<file path="src/rtl/multicycle_divider.sv">
// Sequential sign-magnitude divider: restoring shift-subtract, one quotient bit per clock.
// Results are truncated toward zero and are never negative zero.
module multicycle_divider #(
  parameter int OPERAND_WIDTH_IN_BITS = 64
) (
  input  logic                             clk_in,
  input  logic                             reset_in,
  input  logic                             is_valid_in,
  output logic                             is_ready_out,
  output logic                             is_valid_out,
  input  logic                             dividend_sign_in,
  input  logic [OPERAND_WIDTH_IN_BITS-1:0] dividend_in,
  input  logic                             divisor_sign_in,
  input  logic [OPERAND_WIDTH_IN_BITS-1:0] divisor_in,
  output logic                             quotient_sign_out,
  output logic [OPERAND_WIDTH_IN_BITS-1:0] quotient_out,
  output logic                             remainder_sign_out,
  output logic [OPERAND_WIDTH_IN_BITS-1:0] remainder_out
);

  // state | meaning
  // IDLE  | ready; latches operands on valid request
  // BUSY  | one shift-subtract iteration per cycle, W iterations
  // DONE  | publishes results and raises the one-cycle valid pulse

  localparam int W  = OPERAND_WIDTH_IN_BITS;
  localparam int CW = $clog2(W + 1);

  typedef enum logic [1:0] {IDLE, BUSY, DONE} state_t;

  state_t          state_q, state_d;
  logic [CW-1:0]   cnt_q, cnt_d;
  logic [W-1:0]    rem_q, rem_d;
  logic [W-1:0]    quo_q, quo_d;
  logic [W-1:0]    dvs_q, dvs_d;
  logic            dend_sign_q, dend_sign_d;
  logic            dvs_sign_q, dvs_sign_d;
  logic            valid_q, valid_d;
  logic            q_sign_q, q_sign_d;
  logic [W-1:0]    q_mag_q, q_mag_d;
  logic            r_sign_q, r_sign_d;
  logic [W-1:0]    r_mag_q, r_mag_d;

  logic [W:0]      shifted;
  logic [W:0]      diff;
  logic            fits;

  // The shifted partial remainder can exceed W bits, so compare/subtract at W+1.
  always_comb begin
    shifted = {rem_q, quo_q[W-1]};
    diff    = shifted - {1'b0, dvs_q};
    fits    = (shifted >= {1'b0, dvs_q});
  end

  always_comb begin
    state_d     = state_q;
    cnt_d       = cnt_q;
    rem_d       = rem_q;
    quo_d       = quo_q;
    dvs_d       = dvs_q;
    dend_sign_d = dend_sign_q;
    dvs_sign_d  = dvs_sign_q;
    valid_d     = 1'b0;
    q_sign_d    = q_sign_q;
    q_mag_d     = q_mag_q;
    r_sign_d    = r_sign_q;
    r_mag_d     = r_mag_q;
    case (state_q)
      IDLE: begin
        if (is_valid_in) begin
          quo_d       = dividend_in;
          dvs_d       = divisor_in;
          dend_sign_d = dividend_sign_in;
          dvs_sign_d  = divisor_sign_in;
          rem_d       = '0;
          cnt_d       = CW'(W);
          state_d     = BUSY;
        end
      end
      BUSY: begin
        quo_d = {quo_q[W-2:0], fits};
        rem_d = fits ? diff[W-1:0] : shifted[W-1:0];
        cnt_d = cnt_q - CW'(1);
        if (cnt_q == CW'(1)) state_d = DONE;
      end
      DONE: begin
        valid_d  = 1'b1;
        q_mag_d  = quo_q;
        r_mag_d  = rem_q;
        q_sign_d = (quo_q != '0) & (dend_sign_q ^ dvs_sign_q);
        r_sign_d = (rem_q != '0) & dend_sign_q;
        state_d  = IDLE;
      end
      default: state_d = IDLE;
    endcase
  end

  always_ff @(posedge clk_in) begin
    if (reset_in) begin
      state_q     <= IDLE;
      cnt_q       <= '0;
      rem_q       <= '0;
      quo_q       <= '0;
      dvs_q       <= '0;
      dend_sign_q <= 1'b0;
      dvs_sign_q  <= 1'b0;
      valid_q     <= 1'b0;
      q_sign_q    <= 1'b0;
      q_mag_q     <= '0;
      r_sign_q    <= 1'b0;
      r_mag_q     <= '0;
    end else begin
      state_q     <= state_d;
      cnt_q       <= cnt_d;
      rem_q       <= rem_d;
      quo_q       <= quo_d;
      dvs_q       <= dvs_d;
      dend_sign_q <= dend_sign_d;
      dvs_sign_q  <= dvs_sign_d;
      valid_q     <= valid_d;
      q_sign_q    <= q_sign_d;
      q_mag_q     <= q_mag_d;
      r_sign_q    <= r_sign_d;
      r_mag_q     <= r_mag_d;
    end
  end

  assign is_ready_out       = (state_q == IDLE);
  assign is_valid_out       = valid_q;
  assign quotient_sign_out  = q_sign_q;
  assign quotient_out       = q_mag_q;
  assign remainder_sign_out = r_sign_q;
  assign remainder_out      = r_mag_q;

endmodule

</file>
<file path="config.mk">
export PLATFORM = sky130hd
export DESIGN_NAME = multicycle_divider
export DESIGN_NICKNAME = d
export VERILOG_FILES = /design/src/rtl/multicycle_divider.sv
export SDC_FILE = /design/constraint.sdc
export NUM_CORES = 1
export LEC_CHECK = 0
export CAP_MARGIN = 10
export CELL_PAD_IN_SITES_DETAIL_PLACEMENT = 1
export CELL_PAD_IN_SITES_GLOBAL_PLACEMENT = 1
export CORE_MARGIN = 5
export CORE_UTILIZATION = 40
export CTS_CLUSTER_DIAMETER = 120
export DETAILED_ROUTE_END_ITERATION = 10
export PLACE_DENSITY_LB_ADDON = 0.1
export REMOVE_ABC_BUFFERS = 1
export SYNTH_ARGS = -nofsm -noshare
export SYNTH_HDL_FRONTEND = slang
export SYNTH_SLANG_ARGS = --single-unit
export TNS_END_PERCENT = 50
</file>
<file path="constraint.sdc">
create_clock -name clk_in -period 3.65 [get_ports clk_in]
set_clock_uncertainty 0.05 [all_clocks]
set_input_delay 0.73 -clock clk_in [delete_from_list [all_inputs] [get_ports clk_in]]
set_output_delay 0.73 -clock clk_in [all_outputs]
set_load 0.05 [all_outputs]
</file>
==> results of run 1 <==
[stage by stage]
stage / utilization, % / TNS, ns / hold slack, ns / worst slack, ns / instances
2_1_floorplan: - / -479.61 / 0.3803 / -2.802 / 2057
3_3_place_gp: 48.44 / 0 / 0.3921 / 0.1790 / 2934
3_5_place_dp: 48.44 / 0 / 0.3989 / 0.1737 / 2934
4_1_cts: 51.69 / 0 / 0.4076 / 0.1417 / 3005
5_1_grt: 51.74 / -0.01165 / 0.4191 / -0.01165 / 3010
6_report: 51.74 / 0 / 0.4048 / 0.1673 / 3010
[path summary, 6_finish.rpt]
path                                   from                              to  slack, ns  cells after the start
max                  dvs_q[20]$_SDFFE_PP0P_          rem_q[15]$_SDFFE_PP0P_       0.17                     13
min          remainder_out[30]$_SDFFE_PP0P_  remainder_out[30]$_SDFFE_PP0P_       0.40                      2
max reg2reg          dvs_q[20]$_SDFFE_PP0P_          rem_q[15]$_SDFFE_PP0P_       0.17                     13
min reg2reg  remainder_out[30]$_SDFFE_PP0P_  remainder_out[30]$_SDFFE_PP0P_       0.40                      2
[critical path: cells and delay by family, from the launching register on]
kind                     cells  cell delay [ns]
AO/OA/AOI/OAI                9             2.06
adder cells (fa/ha/maj)      1             0.44
buffers and inverters        2             0.34
flip-flops                   1             0.33
AND/OR/NAND/NOR              1             0.13
[power by group through the flow]
stage / registers, mW / clock network [mW] / logic, mW
2_1_floorplan: 4.51 / 0 / 8.38
3_5_place_dp: 4.66 / 0 / 12.8
3_3_place_gp: 4.64 / 0 / 12.6
6_report: 4.59 / 4.12 / 13.1
4_1_cts: 4.58 / 4.23 / 12.9
5_1_grt: 4.64 / 4.39 / 14.1
[timing repair]
item	4_1_cts	5_1_grt
gates resized for setup	0	2
buffers inserted	0	0
setup endpoints to repair	0	4
endpoints found under the hold margin	0	0
[kinds of logic (layout without fill, tap and decap cells)]
logic type	Yosys count	after routing
simple gates	808	808
xor+xnor	55	55
buf+inv	249	495
flops	334	334
other cells	0	5
compound gates	705	705
fa+ha+maj	67	67
mux	2	2
[flip-flops by register name, summed over array words and instances, names as in the netlist]
register / count
cnt_q: 7
dend_sign_q: 1
dvs_q: 64
dvs_sign_q: 1
is_valid_out: 1
quo_q: 64
quotient_out: 64
quotient_sign_out: 1
rem_q: 64
remainder_out: 64
remainder_sign_out: 1
state_q: 2
[per-layer routing]
metal	GRT usage (%)	vias up
met4	7.489	0
met2	43.76	344
li1	-	8215
met1	32.58	8416
met5	0	-
met3	4.919	103
[cell type report]
type                    count  area share (%)
well taps                 539           3.115
clock buffers              54           5.229
diodes                      5         0.05778
repair buffers            338           15.25
clock inverters            17           1.046
multi-input cells        1637           42.93
inverters                  86           1.491
flip-flops and latches    334           30.88
[cells in the final DEF, fill, tap and decap left out, drive strengths merged, types with 5 or more instances in the layout]
master / synthesis / layout
a211oi: 9 / 9
a21boi: 7 / 7
a21o: 36 / 36
a21oi: 344 / 344
a22oi: 65 / 65
a31oi: 15 / 15
a32o: 16 / 16
a41oi: 5 / 5
and2: 12 / 12
and3: 11 / 11
buf: 41 / 74
clkbuf: 122 / 55
clkdlybuf4s50: 0 / 263
clkinv: 0 / 9
dfxtp: 334 / 334
diode: 0 / 5
ha: 66 / 66
inv: 86 / 90
nand2: 578 / 578
nand2b: 8 / 8
nand3: 22 / 22
nand4: 34 / 34
nor2: 47 / 47
nor2b: 6 / 6
nor3: 14 / 14
nor4: 38 / 38
o211ai: 74 / 74
o21a: 7 / 7
o21ai: 72 / 72
o21bai: 14 / 14
o31ai: 5 / 5
or2: 5 / 5
or3: 16 / 16
or4: 6 / 6
xnor2: 39 / 39
xor2: 16 / 16
==> qor.yml, run 1 <==
floorplanning:
  dieHeight_um: 215.6
  start_util_pct: 40.39
  die-area_um2: 46470
  core-area_um2: 41850
  die_x_um: 215.6
  rows: 75
  io_pins: 265
finish:
  nFillCells: 5096
  multiInputGateArea_um2: 9296
  area_growth_pct: 28.09
  fin_area_um2: 21650
  drive_above_1_share_pct: 7.137
  final_nets: 2636
  seq_area_um2: 6686
grt:
  antenna_found_initial: 5
  grt_first_pass_wirelength_um: 97930
  grt_max_degree: 98
  grt.total_usage_pct: 25.47
  overflow: 0
  grt_pass1_vias: 17970
critical_path:
  critPathLaunchType: "register"
  path_class: "reg2reg"
  cp_max_fo: 52
  cp_cell_sequence: "inv_1, ha_1, nand2_2, o21ai_2, a311oi_2, a2111oi_4, a32o_1, o21ai_2, a21o_4, a211oi_4, buf_12, o21ai_1, a32o_1"
  crit_required_ns: 4.05
  end_kind: "register"
  cp.arrival_ns: 3.89
  crit_slowest_cell: "ha_1"
  critPathMaxStageDelay_ns: 0.44
power_and_ir_drop:
  pwr-share-clk_pct: 18.9
  ir_worst_vdd_mv: 0.6307
  pwr-share-comb_pct: 60.1
  p_int_mw: 11.81
  p_seq_share_pct: 21.0
  powerDensity_nw_per_um2: 1009
  leakagePower_nw: 8.096
  power_mw: 21.84
  p_sw_mw: 10.03
  power_switching_share_pct: 45.93
logic_synthesis:
  synth_xor_area_share_pct: 2.850
  synthDistinctLibCells: 76
  ys_ff_latch: 334
  synthSimpleGateAreaFrac_pct: 20.58
  synth.avg_cell_area_um2: 7.615
  synth_edf_count: 0
  synth_area_leaders: "dfxtp_1 40%, nand2_1 13%, a21oi_1 10%"
  synthFlopType: "dfxtp_1"
  muxShareOfSynthArea_pct: 0.1258
  synth_compound_area_share_pct: 26.05
  netlist_area_um2: 16900
  netlist.area_leader.share_pct: 39.55
  synth_top_family_by_area: "compound AO/OA/AOI/OAI gates"
  syn_inst: 2220
  yosysSeqAreaShare_pct: 39.55
  yosysMostFrequentCell: "nand2_1"
  async_flop_share_pct: 0
  ys_top_cells_by_count: "576 x nand2_1, 343 x a21oi_1, 334 x dfxtp_1"
  yosysWarnings: 0
  synth_area_leader_cell: "dfxtp_1"
  synth_fa_ha_area_share_pct: 5.003
cts:
  cts_made_buffers: 39
  clock_sinks: 334
  clk_latency_ns: 0.57
  clockBufferDepth: 3
  cts.root.buffer_cell: "clkbuf_16"
  ctsHoldBuffers: 0
  clk_transition_reported_paths_ns: 0.06
  h-tree-depth: 2
  cts_tree: "yes"
sta:
  worst_slew_pin_slew_ns: 1.060
  post-route-period-util_pct: 95.42
  rsz0062_at_grt: "true"
  maxClockFrequency_ghz: 0.2871
  hold_viol: 0
  fin_crit_ns: 3.483
  relSlewSlack_pct: 29.32
  finalSetupViolCount: 0
  slew_violations: 0
placement:
  portBuffers: 264
  dpl_cell_area_um2: 20270
  place_hpwl_um: 43750
  place_congestion: 0.9057
drt:
  drtIter0Drc: 865
  wl_met1_um: 27240
  wl_um: 61530
  vias_per_cell: 5.674
  top_layer: "met4"
  dr_wl_met3_um: 2733
  wl_met2_um: 29850
  wl_per_cell_um: 20.44
  dr_total_vias: 17080
  drtPass1Iterations: 5
  ant_nets: 0
  route.detailed.drc: 0
run_status:
  status: "finished clean"
job:
  maxCapViolCount: 0
min_path:
  hold_path.class: "reg2reg"
Power figures use the tool's default switching activity.
==> inputs of run 2 (changes only) <==
--- a/config.mk
+++ b/config.mk
@@ -11,6 +11,7 @@
 export CORE_MARGIN = 5
 export CORE_UTILIZATION = 40
 export CTS_CLUSTER_DIAMETER = 120
+export CTS_CLUSTER_SIZE = 28
 export DETAILED_ROUTE_END_ITERATION = 10
 export PLACE_DENSITY_LB_ADDON = 0.1
 export REMOVE_ABC_BUFFERS = 1
==> qor.yml, run 2 (synthesis gave the netlist of run 1 again) <==
sta:
  hold_slack_ns: 0.4104  # +0.005635 ns
  fin_crit_ns: 3.481  # -0.001313 ns
  maxClockFrequency_ghz: 0.2872  # about the same
  post-route-period-util_pct: 95.38  # about the same
  worst_slew_pin_slew_ns: 1.051  # -0.009626 ns
  hold_viol: 0  # unchanged
  slew_violations: 0  # unchanged
  relSlewSlack_pct: 29.96  # +0.64 points
  setup-tns-final_ns: 0  # unchanged
  rsz0062_at_grt: "true"
  finalSetupViolCount: 0  # unchanged
drt:
  route.detailed.drc: 0  # unchanged
  drtIter0Drc: 878  # +1.5%
  ant_nets: 0  # unchanged
  vias_per_cell: 5.643  # -0.53%
  drtPass1Iterations: 5  # unchanged
  wl_per_cell_um: 20.37  # -0.38%
  wl_um: 60260  # -2.1%
  dr_total_vias: 16700  # -2.2%
power_and_ir_drop:
  leakagePower_nw: 7.656  # -5.4%
  powerDensity_nw_per_um2: 955.7  # -5.3%
  ir_worst_vdd_mv: 0.6213  # -1.5%
floorplanning:
  dieHeight_um: 215.6  # unchanged
  rows: 75  # unchanged
  core-area_um2: 41850  # unchanged
  die_x_um: 215.6  # unchanged
  start_util_pct: 40.39  # unchanged
  io_pins: 265  # unchanged
  die-area_um2: 46470  # unchanged
critical_path:
  worstReg2RegStart: "rem_q[15]$_SDFFE_PP0P_"
  end_kind: "register"
  worstRegToRegCells: 12  # -1
  critPathLaunchType: "register"
  r2r-end: "rem_q[28]$_SDFFE_PP0P_"
  path_class: "reg2reg"
  cp_max_fo: 52  # unchanged
  r2r_slack_ns: 0.17  # about the same
  cp.arrival_ns: 3.87  # -0.02 ns
  crit_required_ns: 4.04  # about the same
finish:
  utilization_pct: 49.67  # -2.1 points
  mostFrequentLayoutCells: "574 x nand2_1, 342 x a21oi_1, 334 x dfxtp_1, 263 x clkdlybuf4s50_1, 85 x inv_1"
  area_growth_pct: 22.97
  final_nets: 2613  # -0.87%
  final_common_cell: "nand2_1"
  drive_above_1_share_pct: 5.466  # -1.7 points
cts:
  clk_transition_reported_paths_ns: 0.12  # +0.06 ns
  clk_latency_ns: 0.56  # about the same
  cts_tree: "yes"
  cts.root.buffer_cell: "clkbuf_16"
  h-tree-depth: 1  # -1
  clockBufferDepth: 3  # unchanged
  cts_made_buffers: 16  # -59%
  clock_sinks: 334  # unchanged
grt:
  grt_max_degree: 98  # unchanged
  overflow: 0  # unchanged
  grt_pass1_vias: 17620  # -2.0%
  antenna_found_initial: 5  # unchanged
  grt.total_usage_pct: 24.75  # -0.72 points
  grt_first_pass_wirelength_um: 95880  # -2.1%
placement:
  portBuffers: 264  # unchanged
  place_hpwl_um: 43750  # unchanged
  place_congestion: 0.9057  # unchanged
min_path:
  whs_endpoint: "dvs_q[47]$_SDFFE_PP0P_"
  min_path_cells: 2  # unchanged
  hold_path.class: "reg2reg"
  hold_start: "dvs_q[47]$_SDFFE_PP0P_"
job:
  maxCapViolCount: 0  # unchanged
run_status:
  status: "finished clean"
[run 2: changes by cell type in the layout (fill, tap and decap cells not counted), sizes merged]
cell | before | now
clkbuf | 55 | 18
bufinv | 4 | 1
inv | 90 | 87
clkinv | 9 | 1
[run 2: worst max-delay path, stage by stage (launching register included)]
cell	delay (ns)
dfxtp_1	0.38
ha_1	0.45
nand2_1	0.11
o21ai_2	0.22
a311oi_2	0.08
a2111oi_4	0.42
a32o_1	0.34
o21ai_2	0.10
a21o_4	0.25
a211oi_4	0.27
buf_12	0.30
o21ai_1	0.11
a32o_1	0.28
[run 2: worst max-delay path by stage]
stage                                        from  depth (start not counted)                      to
final                      rem_q[15]$_SDFFE_PP0P_                         12  rem_q[28]$_SDFFE_PP0P_
after global routing       dvs_q[20]$_SDFFE_PP0P_                         14  rem_q[52]$_SDFFE_PP0P_
after CTS                  quo_q[63]$_SDFFE_PP0P_                         15  rem_q[62]$_SDFFE_PP0P_
after detailed placement   quo_q[63]$_SDFFE_PP0P_                         15  rem_q[62]$_SDFFE_PP0P_
after global placement     quo_q[63]$_SDFFE_PP0P_                         15  rem_q[62]$_SDFFE_PP0P_
after floorplan           state_q[1]$_SDFFE_PP0P_                          6  rem_q[31]$_SDFFE_PP0P_
[run 2: metrics by stage]
step                power (mW)  cells  worst slack, ns  instance area, um^2
CTS                      19.76   2954           0.1344                20760
finish                   19.87   2959           0.1686                20790
detailed placement       17.43   2934           0.1737                20270
floorplan                12.90   2057           -2.802                16240
global placement         17.20   2934           0.1790                20270
global route             21.15   2959         -0.01254                20790
[run 2: power breakdown]
part / internal, mW / total [mW] / leakage [nW] / switching [mW]
Sequential: 4.06 / 4.58 / 2.72 / 0.521
Combinational: 5.28 / 13.1 / 4.70 / 7.80
Clock: 0.935 / 2.21 / 0.238 / 1.27
[run 2: layout make-up]
class / count / area [um^2]
antenna: 5 / 12.51
clock buffer: 17 / 425.4
fill: 5146 / 21060
inverter: 86 / 322.8
multi-input combinational: 1637 / 9306
sequential: 334 / 6686
clock inverter: 3 / 58.81
tap: 539 / 674.4
timing repair buffer: 338 / 3302
[run 2: timing repair]
| item | 4_1_cts | 5_1_grt |
|---|---|---|
| resized for setup | 0 | 4 |
| hold buffers | 0 | 0 |
| setup endpoints to repair | 0 | 7 |
| setup buffers | 0 | 0 |
[run 2: routing by layer]
metal | wire length, um | GRT usage (%) | share of wire, % | up-vias
met5 | 0 | 0 | 0 | -
met4 | 1685 | 7.254 | 2.8 | 0
met3 | 2352 | 3.714 | 3.9 | 86
met2 | 28990 | 42.66 | 48 | 283
met1 | 27230 | 32.22 | 45 | 8208
li1 | - | - | - | 8122
